### src/rtl/gcd_pkg.sv
// Shared defaults and FSM encoding for the GCD job dispatcher.
package gcd_pkg;
  localparam int GCD_WIDTH   = 16;
  localparam int GCD_DEPTH   = 4;
  localparam int GCD_TIMEOUT = 1023;

  typedef enum logic [1:0] {
    ST_IDLE  = 2'd0,
    ST_ISSUE = 2'd1,
    ST_WAIT  = 2'd2,
    ST_EMIT  = 2'd3
  } gcd_state_e;
endpackage

### src/rtl/gcd_pair_fifo.sv
// Operand-pair FIFO: {a,b} entries, combinational head, count/full/empty.
module gcd_pair_fifo #(
  parameter int DW    = 32,
  parameter int DEPTH = 4
) (
  input  logic                     clk,
  input  logic                     rst,
  input  logic                     push,
  input  logic                     pop,
  input  logic [DW-1:0]            wdata,
  output logic [DW-1:0]            rdata,
  output logic [$clog2(DEPTH):0]   count,
  output logic                     full,
  output logic                     empty
);
  localparam int AW = $clog2(DEPTH);

  logic [DW-1:0] mem [DEPTH];
  logic [AW-1:0] wr_ptr;
  logic [AW-1:0] rd_ptr;
  logic          do_push;
  logic          do_pop;

  assign full    = (count == (AW+1)'(DEPTH));
  assign empty   = (count == '0);
  assign do_push = push & ~full;
  assign do_pop  = pop & ~empty;
  assign rdata   = mem[rd_ptr];

  // Pointers are exactly AW bits, so they wrap modulo DEPTH on their own.
  always_ff @(posedge clk or negedge rst) begin
    if (!rst) begin
      wr_ptr <= '0;
      rd_ptr <= '0;
      count  <= '0;
    end else begin
      if (do_push) wr_ptr <= wr_ptr + AW'(1);
      if (do_pop)  rd_ptr <= rd_ptr + AW'(1);
      case ({do_push, do_pop})
        2'b10:   count <= count + (AW+1)'(1);
        2'b01:   count <= count - (AW+1)'(1);
        default: count <= count;
      endcase
    end
  end

  always_ff @(posedge clk) begin
    if (do_push) mem[wr_ptr] <= wdata;
  end
endmodule

### src/rtl/gcd_job_dispatcher.sv
// Feeds queued operand pairs to GCD_Machine one job at a time and streams results;
// zero operands bypass the engine and a watchdog aborts jobs that never complete.
//
// state | meaning
// IDLE  | no job; pops the FIFO head when one is present
// ISSUE | gcd_go high, waiting for the engine to drop done
// WAIT  | engine running, waiting for done to rise
// EMIT  | result held on res_* until res_ready
module gcd_job_dispatcher import gcd_pkg::*; #(
  parameter int WIDTH   = GCD_WIDTH,
  parameter int DEPTH   = GCD_DEPTH,
  parameter int TIMEOUT = GCD_TIMEOUT
) (
  input  logic                   clk,
  input  logic                   rst,
  input  logic                   in_valid,
  output logic                   in_ready,
  input  logic [WIDTH-1:0]       in_a,
  input  logic [WIDTH-1:0]       in_b,
  output logic                   gcd_go,
  output logic [WIDTH-1:0]       gcd_in1,
  output logic [WIDTH-1:0]       gcd_in2,
  input  logic [WIDTH-1:0]       gcd_out,
  input  logic                   gcd_done,
  output logic                   res_valid,
  input  logic                   res_ready,
  output logic [WIDTH-1:0]       res_a,
  output logic [WIDTH-1:0]       res_b,
  output logic [WIDTH-1:0]       res_gcd,
  output logic                   res_err,
  output logic                   busy,
  output logic [$clog2(DEPTH):0] fifo_count
);
  localparam int              CW      = $clog2(TIMEOUT+1);
  localparam logic [CW-1:0]   WD_LAST = CW'(TIMEOUT-1);
  localparam logic [CW-1:0]   WD_MAX  = CW'(TIMEOUT);

  gcd_state_e         state, state_nxt;
  logic [2*WIDTH-1:0] head;
  logic [WIDTH-1:0]   head_a, head_b;
  logic               head_zero;
  logic               fifo_full, fifo_empty;
  logic               push, pop;
  logic               cap_done, cap_to;
  logic               timeout;
  logic [CW-1:0]      wd_cnt;
  logic [WIDTH-1:0]   op_a, op_b;

  assign in_ready  = ~fifo_full;
  assign push      = in_valid & in_ready;
  assign head_a    = head[2*WIDTH-1:WIDTH];
  assign head_b    = head[WIDTH-1:0];
  assign head_zero = (head_a == '0) || (head_b == '0);

  gcd_pair_fifo #(.DW(2*WIDTH), .DEPTH(DEPTH)) u_fifo (
    .clk   (clk),
    .rst   (rst),
    .push  (push),
    .pop   (pop),
    .wdata ({in_a, in_b}),
    .rdata (head),
    .count (fifo_count),
    .full  (fifo_full),
    .empty (fifo_empty)
  );

  // Abort on the edge that would make the job's TIMEOUT-th cycle its last.
  assign timeout = ((state == ST_ISSUE) || (state == ST_WAIT)) && (wd_cnt == WD_LAST);

  always_comb begin
    state_nxt = state;
    pop       = 1'b0;
    cap_done  = 1'b0;
    cap_to    = 1'b0;
    case (state)
      ST_IDLE: begin
        if (!fifo_empty) begin
          pop       = 1'b1;
          state_nxt = head_zero ? ST_EMIT : ST_ISSUE;
        end
      end
      ST_ISSUE: begin
        if (timeout) begin
          cap_to    = 1'b1;
          state_nxt = ST_EMIT;
        end else if (!gcd_done) begin
          state_nxt = ST_WAIT;
        end
      end
      ST_WAIT: begin
        if (timeout) begin
          cap_to    = 1'b1;
          state_nxt = ST_EMIT;
        end else if (gcd_done) begin
          cap_done  = 1'b1;
          state_nxt = ST_EMIT;
        end
      end
      ST_EMIT: begin
        if (res_ready) begin
          if (!fifo_empty) begin
            pop       = 1'b1;
            state_nxt = head_zero ? ST_EMIT : ST_ISSUE;
          end else begin
            state_nxt = ST_IDLE;
          end
        end
      end
      default: state_nxt = ST_IDLE;
    endcase
  end

  always_ff @(posedge clk or negedge rst) begin
    if (!rst) begin
      state   <= ST_IDLE;
      op_a    <= '0;
      op_b    <= '0;
      res_gcd <= '0;
      res_err <= 1'b0;
      wd_cnt  <= '0;
    end else begin
      state <= state_nxt;
      if (pop) begin
        op_a    <= head_a;
        op_b    <= head_b;
        res_gcd <= head_a | head_b;
        res_err <= 1'b0;
        wd_cnt  <= '0;
      end else if (((state == ST_ISSUE) || (state == ST_WAIT)) && (wd_cnt != WD_MAX)) begin
        wd_cnt <= wd_cnt + CW'(1);
      end
      if (cap_to) begin
        res_gcd <= '0;
        res_err <= 1'b1;
      end else if (cap_done) begin
        res_gcd <= gcd_out;
        res_err <= 1'b0;
      end
    end
  end

  assign gcd_go    = (state == ST_ISSUE);
  assign res_valid = (state == ST_EMIT);
  assign busy      = (state != ST_IDLE);
  assign gcd_in1   = op_a;
  assign gcd_in2   = op_b;
  assign res_a     = op_a;
  assign res_b     = op_b;
endmodule

### config.mk
export PLATFORM = sky130hd
export DESIGN_NAME = gcd_job_dispatcher
export DESIGN_NICKNAME = d
export VERILOG_FILES = /design/src/rtl/gcd_pkg.sv /design/src/rtl/gcd_pair_fifo.sv /design/src/rtl/gcd_job_dispatcher.sv
export SDC_FILE = /design/constraint.sdc
export NUM_CORES = 1
export LEC_CHECK = 0
export CORE_UTILIZATION = 53
export DETAILED_ROUTE_END_ITERATION = 8
export PLACE_DENSITY_LB_ADDON = 0.1
export RECOVER_POWER = 100
export SETUP_SLACK_MARGIN = 0.2
export SLEW_MARGIN = 15
export SYNTH_ARGS = -nofsm -noshare
export SYNTH_HDL_FRONTEND = slang
export SYNTH_SLANG_ARGS = --single-unit
### constraint.sdc
create_clock -name clk -period 4.2 [get_ports clk]
set_input_delay 0.84 -clock clk [delete_from_list [all_inputs] [get_ports clk]]
set_output_delay 0.84 -clock clk [all_outputs]
set_load 0.03 [all_outputs]
==> run_results.csv <==
group,metric,value,unit
finish,final_common_cell,"edfxtp_1",
job,cap_viol_max_count,4,
synthesis,syn_area,8180,µm²
timing,rsz0062_at_grt,"no",
floorplanning,die_w,126,µm
timing,maxSlewViolCount,132,
worst_hold_path,hold_path.class,"flip-flop to flip-flop",
global_route,grt-ovfl-total,0,
route,wl_met2,8360,µm
outcome,status,"complete, but fails checks",
setup_path,worst-path-max-fanout,32,
synthesis,synthDistinctLibCells,40,
clocking,cts.sinks,196,
place,portBuffers,140,
clocking,cts_buffers,17,
finish,stdcell_area,10100,µm²
synthesis,synth-seq-cells,196,
synthesis,synth.area.top_cells,"edfxtp_1 47%, dfrtp_1 21%, mux4_2 8.8%",
setup_path,critPathKind,"primary input to flip-flop",
route,viasPerCell,5.54,
route,num_vias,4850,
place,gp_congestion,0.794,
synthesis,synthFlopType,"edfxtp_1",
finish,syn_to_final_growth,23.2,%
synthesis,yosysSeqAreaShare,0.678,
floorplanning,die_h,126,µm
finish,nFillCells,1062,
clocking,clk_pin_slew_worst_paths,0.07,ns
floorplanning,die_area,15900,µm²
floorplanning,core_area,15100,µm²
floorplanning,start_util,0.540,
route,drc,0,
clocking,postCtsSetupRepairBufs,0,
synthesis,synth_cells,560,
route,wl_per_cell,19.7,µm
finish,multi_input_area,2190,µm²
timing,hold_viol,0,
power,p_leak,3.83,nW
synthesis,ys.warnings.count,0,
setup_path,start_kind,"primary input",
finish,final_nets,740,
synthesis,synth_largest_area_cell,"edfxtp_1",
timing,fin_setup_tns,0,ns
route,ant_nets,0,
route,totalWireLength,17200,µm
outcome,violations,"max-capacitance violations, max-slew violations",
clocking,ctsHoldBuffers,0,
global_route,grt_util_all_layers,0.234,
setup_path,r2r_cells,4,
global_route,grt_max_degree,59,
power,vdd_ir_drop_max,0.336,mV
setup_path,ff2ff_setup_slack,1.30,ns
floorplanning,pin_count,141,
timing,clock_skew,0.00758,ns
clocking,post_cts_resized,0,
synthesis,synth-edff-count,128,
global_route,grt_pass1_vias,4857,
setup_path,crit_path_end_kind,"flip-flop",
timing,setup_viol,0,
setup_path,cp.arrival,3.17,ns
route,firstDrtPassIters,5,
timing,fin_crit,3.16,ns
clocking,clockBufferDepth,2,
setup_path,r2r-start,"u_fifo.count[0]",
clocking,htreeDepth,4,
floorplanning,row_count,45,
power,power_density,821,nW/µm²
timing,timing.hold.ws,0.488,ns
timing,tightest_slew,2.16,ns
timing,relSlewSlack,-0.441,
clocking,clkLatencyLatePin,0.43,ns
timing,period_share,0.753,
timing,clock.fmax,0.316,GHz
route,met3_length,919,µm
setup_path,cp-startpoint,"in_valid",
place,placed_cell_area,9510,µm²
route,routed.top_layer,"met4",
global_route,antenna_found_initial,0,
synthesis,synth_fp_nets,626,
global_route,grt_pass1_wl,27400,µm
route,drt-met1-wl,7700,µm
clocking,cts_tree,"done",
setup_path,worstSetupEndpoint,"u_fifo.mem[2][3]",
finish,diodes,0,
finish,drive_gt1_frac,0.111,
setup_path,r2r-end,"u_fifo.mem[2][3]",
clocking,clock_tree.root_cell,"clkbuf_16",
synthesis,syn_avg_cell_area,14.6,µm²
setup_path,worstPathRequired,4.21,ns
finish,seq_area,5550,µm²
synthesis,synth-async-reset-ratio,0.347,
route,drtIter0Drc,304,
power,p_total,8.27,mW
finish,most-common-layout-cells,"128 x edfxtp_1, 121 x dlygate4sd3_1, 106 x nand2_1, 66 x dfrtp_1, 32 x mux4_2",
synthesis,synth_top_area_frac,0.470,
place,hpwl,11500,µm
==> layer usage <==
metal,up-vias,track usage
li1,2216,-
met1,2440,0.335
met2,169,0.373
met3,25,0.0357
met4,0,0.0744
met5,-,0
==> worst max-delay path: stages <==
cell and delay, ns:
dlygate4sd3_1 0.60, and3_1 0.17, clkbuf_1 1.53
==> report_power, final <==
part / switching [mW] / total, mW / internal [mW]
clock: 0.687 / 1.62 / 0.934
combinational: 2.26 / 3.63 / 1.37
sequential: 0.362 / 3.02 / 2.66
total: 3.31 / 8.27 / 4.96
==> stage by stage <==
stage	util	cells	worst slack [ns]
after floorplan	-	560	1.17
after global placement	0.628	843	1.20
after detailed placement	0.628	843	1.19
after CTS	0.667	875	1.45
after global routing	0.665	875	0.845
final	0.665	875	1.04
==> cells by family after synthesis <==
logic type,Yosys count,synth area share
XOR/XNOR,12,0.0129
buffers and inverters,73,0.0546
adder cells (fa/ha/maj),13,0.0208
flip-flops,196,0.678
multiplexers,50,0.113
AO/OA/AOI/OAI,37,0.0259
AND/OR/NAND/NOR,179,0.0950
==> worst min path at each step <==
stage,from,endpoint,depth (start not counted)
final,gcd_in2[15],gcd_in2[15],2
after global routing,gcd_in1[0],gcd_in1[0],2
after CTS,rst,gcd_in1[3],1
after detailed placement,wd_cnt[9],wd_cnt[9],1
after global placement,wd_cnt[9],wd_cnt[9],1
after floorplan,wd_cnt[9],wd_cnt[9],1
==> synth_stat cells, drive strengths merged (12+ instances only) <==
master / n
edfxtp: 128
mux2: 16
nand2: 106
inv: 17
buf: 44
clkbuf: 12
nor2: 24
a21oi: 22
nor3: 19
dfrtp: 68
ha: 12
mux4: 32
==> sequential cells by signal, indices dropped and copies added, names as in the netlist <==
register	cells
gcd_in1	16
u_fifo.count	3
res_err	1
gcd_in2	16
res_gcd	16
u_fifo.wr_ptr	2
state	2
u_fifo.mem	128
wd_cnt	10
u_fifo.rd_ptr	2
==> cell type report <==
cell class / count / area share
clock buffer: 19 / 0.0430
clock inverter: 13 / 0.0155
inverter: 17 / 0.00633
multi-input combinational: 291 / 0.217
sequential: 196 / 0.551
tap: 188 / 0.0233
timing repair buffer: 151 / 0.144
(Power assumes the default switching activity.)
==> edit 1 (same settings) <==
Re-encode `gcd_state_e` (4 states) as Gray code, 2 bits wide.
--- a/src/rtl/gcd_pkg.sv
+++ b/src/rtl/gcd_pkg.sv
@@ -6,8 +6,8 @@
 
   typedef enum logic [1:0] {
-    ST_IDLE  = 2'd0,
-    ST_ISSUE = 2'd1,
-    ST_WAIT  = 2'd2,
-    ST_EMIT  = 2'd3
+    ST_IDLE  = 2'b00,
+    ST_ISSUE = 2'b01,
+    ST_WAIT  = 2'b11,
+    ST_EMIT  = 2'b10
   } gcd_state_e;
 endpackage
Behaviour: same outputs for any inputs over 4 cycles, from zero or initial values and one cycle with rst low; so few cycles prove little.
==> edit 1 against the original RTL <==
The flow still finishes with violations (max-capacitance violations, max-slew violations). Sequential cell count unchanged. Synthesized area shrank 2.8%. Design area fell by 2.0%. Clock power about the same. Total power shrank 0.99%. Wire length shrank 2.0%. Register-to-register slack got worse by 0.35 ns. Critical path type is now register to register. Worst setup slack lost 0.091 ns.
==> edit 1: results (changes against the original RTL) <==
inverter count=8 (-9); Seq/Total Area, Yosys=69.8% (+2.0 points); top cells by area, synth=edfxtp_1, dfrtp_1, mux4_2; DP HPWL=11.1 mm (-3.0%); Final Wtd Congestion=0.804 (+1.2%); clock skew=0.00673 ns (-0.000850 ns); largest net degree at the start of global routing=64 (+8.5%); status=complete, but fails checks; mux contribution to synthesized area=13.7% (+2.5 points); GR Util met3=4.64% (+1.1 points); CP Max Fanout=21 (-34%); # diodes=1 (+1); nets=653 (-12%); first-pass GRT wire length=26.4 mm (-3.6%); fill count=996 (-6.2%); Global Route met2 Usage=37.1% (-0.16 points); metal2 WL=8.55 mm (+2.3%); routed length on met1=7.09 mm (-7.9%); Leak Pwr=0.00360 µW (-5.8%); slew margin rel.=-50.4% (-6.3 points); Met3 Wirelength=957 µm (+4.1%); Clock buf/inv share=6.04% (+0.19 points); crit path DAT=3.61 ns (+0.44 ns); vias=4,488 (-7.5%); Synth Area in Compound Gates=3.18% (+0.60 points); violated checks=max-capacitance violations, max-slew violations; r2r setup slk=0.95 ns (-0.35 ns); multi-input gates=220 (-24%); Yosys cell types=38 (-5.0%); footprint of the multi-input gates=0.00203 mm² (-7.2%); M1 GR Usage=31.2% (-2.3 points); maximum VDD drop=0.452 mV (+35%); fraction of layout cells with a size suffix above 1=17.5% (+6.5 points); DR WL/cell=21.3 µm (+8.5%); Non-clock buffers=149 (-1.3%); Signal buf overhead=14.6% (+0.16 points); max-slew violations=164 (+24%); DR iter-0 viols=313 (+3.0%); Post-Synth Adder-Cell Area=1.35% (-0.73 points); Max-Cap Viols=5 (+1)
edit 1: changes by cell type after synthesis, sizes merged, moves of 6 or more:
| cell | unedited run | this run |
|---|---|---|
| a21oi | 22 | 2 |
| a31oi | 0 | 19 |
| inv | 17 | 8 |
| mux2 | 16 | 32 |
| nand2 | 106 | 21 |
| nor3 | 19 | 3 |
| o21ai | 6 | 18 |
| xor2 | 4 | 10 |
edit 1: logic make-up after synthesis:
group           after synthesis
compound gates               43
xor+xnor                     14
fa+ha+maj                     8
buf+inv                      60
flops                       196
mux                          65
simple gates                 90
edit 1: through the flow:
stage | total power, µW | setup WS [ns] | cells | instance area (µm²) | hold WS [ns]
after floorplan | 5530 | 1.27 | 476 | 7950 | 0.497
after global placement | 6740 | 1.23 | 757 | 9300 | 0.517
after detailed placement | 6810 | 1.22 | 757 | 9300 | 0.527
after CTS | 8430 | 1.20 | 789 | 9900 | 0.468
after global routing | 8570 | 0.637 | 789 | 9870 | 0.555
final | 8190 | 0.948 | 790 | 9880 | 0.526
edit 1: power breakdown:
group	switching (µW)	internal [µW]	total (µW)
Clock	730	894	1620
Sequential	375	2670	3040
Combinational	2110	1420	3520
Total	3210	4980	8190
edit 1: final timing paths:
check                      cells after the start                to              from
min in group asynchronous                      1        gcd_in2[1]               rst
setup reg to reg                               6          state[1]  u_fifo.rd_ptr[0]
max in group asynchronous                      2  u_fifo.rd_ptr[0]               rst
hold / removal                                 1        gcd_in2[0]        gcd_in2[0]
setup / recovery                               6          state[1]  u_fifo.rd_ptr[0]
hold reg to reg                                1        gcd_in2[0]        gcd_in2[0]
edit 1: critical path: stages, from the launching register on:
cell      delay [ns]
dfrtp_2         0.68
clkbuf_2        0.74
mux4_2          0.66
nor4_1          0.52
nand4_1         0.21
a32oi_1         0.22
o21a_1          0.15
==> edit 2 (same settings) <==
Without the edit above. The package constant `GCD_DEPTH` goes from 4 to 8.
--- a/src/rtl/gcd_pkg.sv
+++ b/src/rtl/gcd_pkg.sv
@@ -2,5 +2,5 @@
 package gcd_pkg;
   localparam int GCD_WIDTH   = 16;
-  localparam int GCD_DEPTH   = 4;
+  localparam int GCD_DEPTH   = 8;
   localparam int GCD_TIMEOUT = 1023;
 
Ports: changed (resized fifo_count); port bits go from 141 to 142. The function was not compared with the original's and may differ.
==> edit 2 against the original RTL <==
The run still ends with max-capacitance violations, max-slew violations left. Worst setup slack got worse by 0.36 ns. Design area increased by 59%. Wire length increased by 72%. Fmax decreased by 10%. Synthesized area increased by 64%. Total power increased by 53%. Utilization decreased by 1.4 points. Clock skew increased by 0.0060 ns. Count of clock-buffer cells in the layout increased by 29. Final cell count increased by 51%. Sequential cell count increased by 131. Largest cell class unchanged.
==> edit 2: results (changes against the original RTL) <==
Global Route Usage Sum=23.6% (+0.20 points); top cells by area, synth=edfxtp_1, dfrtp_1, mux4_2; Max-Cap Viols=6 (+2); PortBufs=141 (+0.71%); Non-Filler Instances=1,323 (+51%); H-tree lvl count=2 (-2); crit path DAT=3.58 ns (+0.41 ns); Placed Area=0.0150 mm² (+58%); GR Util met3=4.73% (+1.2 points); violated checks=max-capacitance violations, max-slew violations; vias=7,627 (+57%); DP HPWL=18.8 mm (+64%); Num CTS Buffers=35 (+18); nets=1,038 (+40%); largest net degree at the start of global routing=62 (+5.1%); Post-synth EDFFs=256 (+100%); status=complete, but fails checks; final worst-path cycle share=83.8% (+8.5 points); metal2 WL=14.5 mm (+74%); Seq/Total Area, Yosys=70.5% (+2.6 points); vias in the first global route=7,876 (+62%); Async SR Flop Fraction=21.7% (-13 points); max-slew violations=205 (+55%); DR iter-0 viols=752 (+150%); Worst Hold End=gcd_in1[13]; worst reg2reg path depth=8 (+4); r2r setup slk=0.69 ns (-0.61 ns); Met3 Wirelength=1.87 mm (+100%)
## edit 2: changes by cell type after synthesis, moves of 7 or more
cell	delta
o221ai_1	+17
o21a_1	+16
buf_2	+7
mux2i_1	+62
mux2_1	-9
o221ai_2	+15
nor2_1	-8
edfxtp_1	+128
nand2b_1	+33
inv_1	-10
o21ai_1	+15
## edit 2: area by class of cell
type / instances / area, µm² / area share [%]
well taps: 324 / 405 / 2.53
inverters: 7 / 26.3 / 0.164
clock buffers: 48 / 967 / 6.04
clock inverters: 15 / 171 / 1.07
flip-flops and latches: 327 / 9470 / 59.1
repair buffers: 165 / 1550 / 9.70
multi-input cells: 437 / 3420 / 21.4
## edit 2: where the power goes
| part | switching (µW) | internal [µW] | total [µW] |
|---|---|---|---|
| Clock | 1170 | 1860 | 3030 |
| Sequential | 435 | 4220 | 4660 |
| Combinational | 3140 | 1820 | 4960 |
| Total | 4740 | 7900 | 12600 |
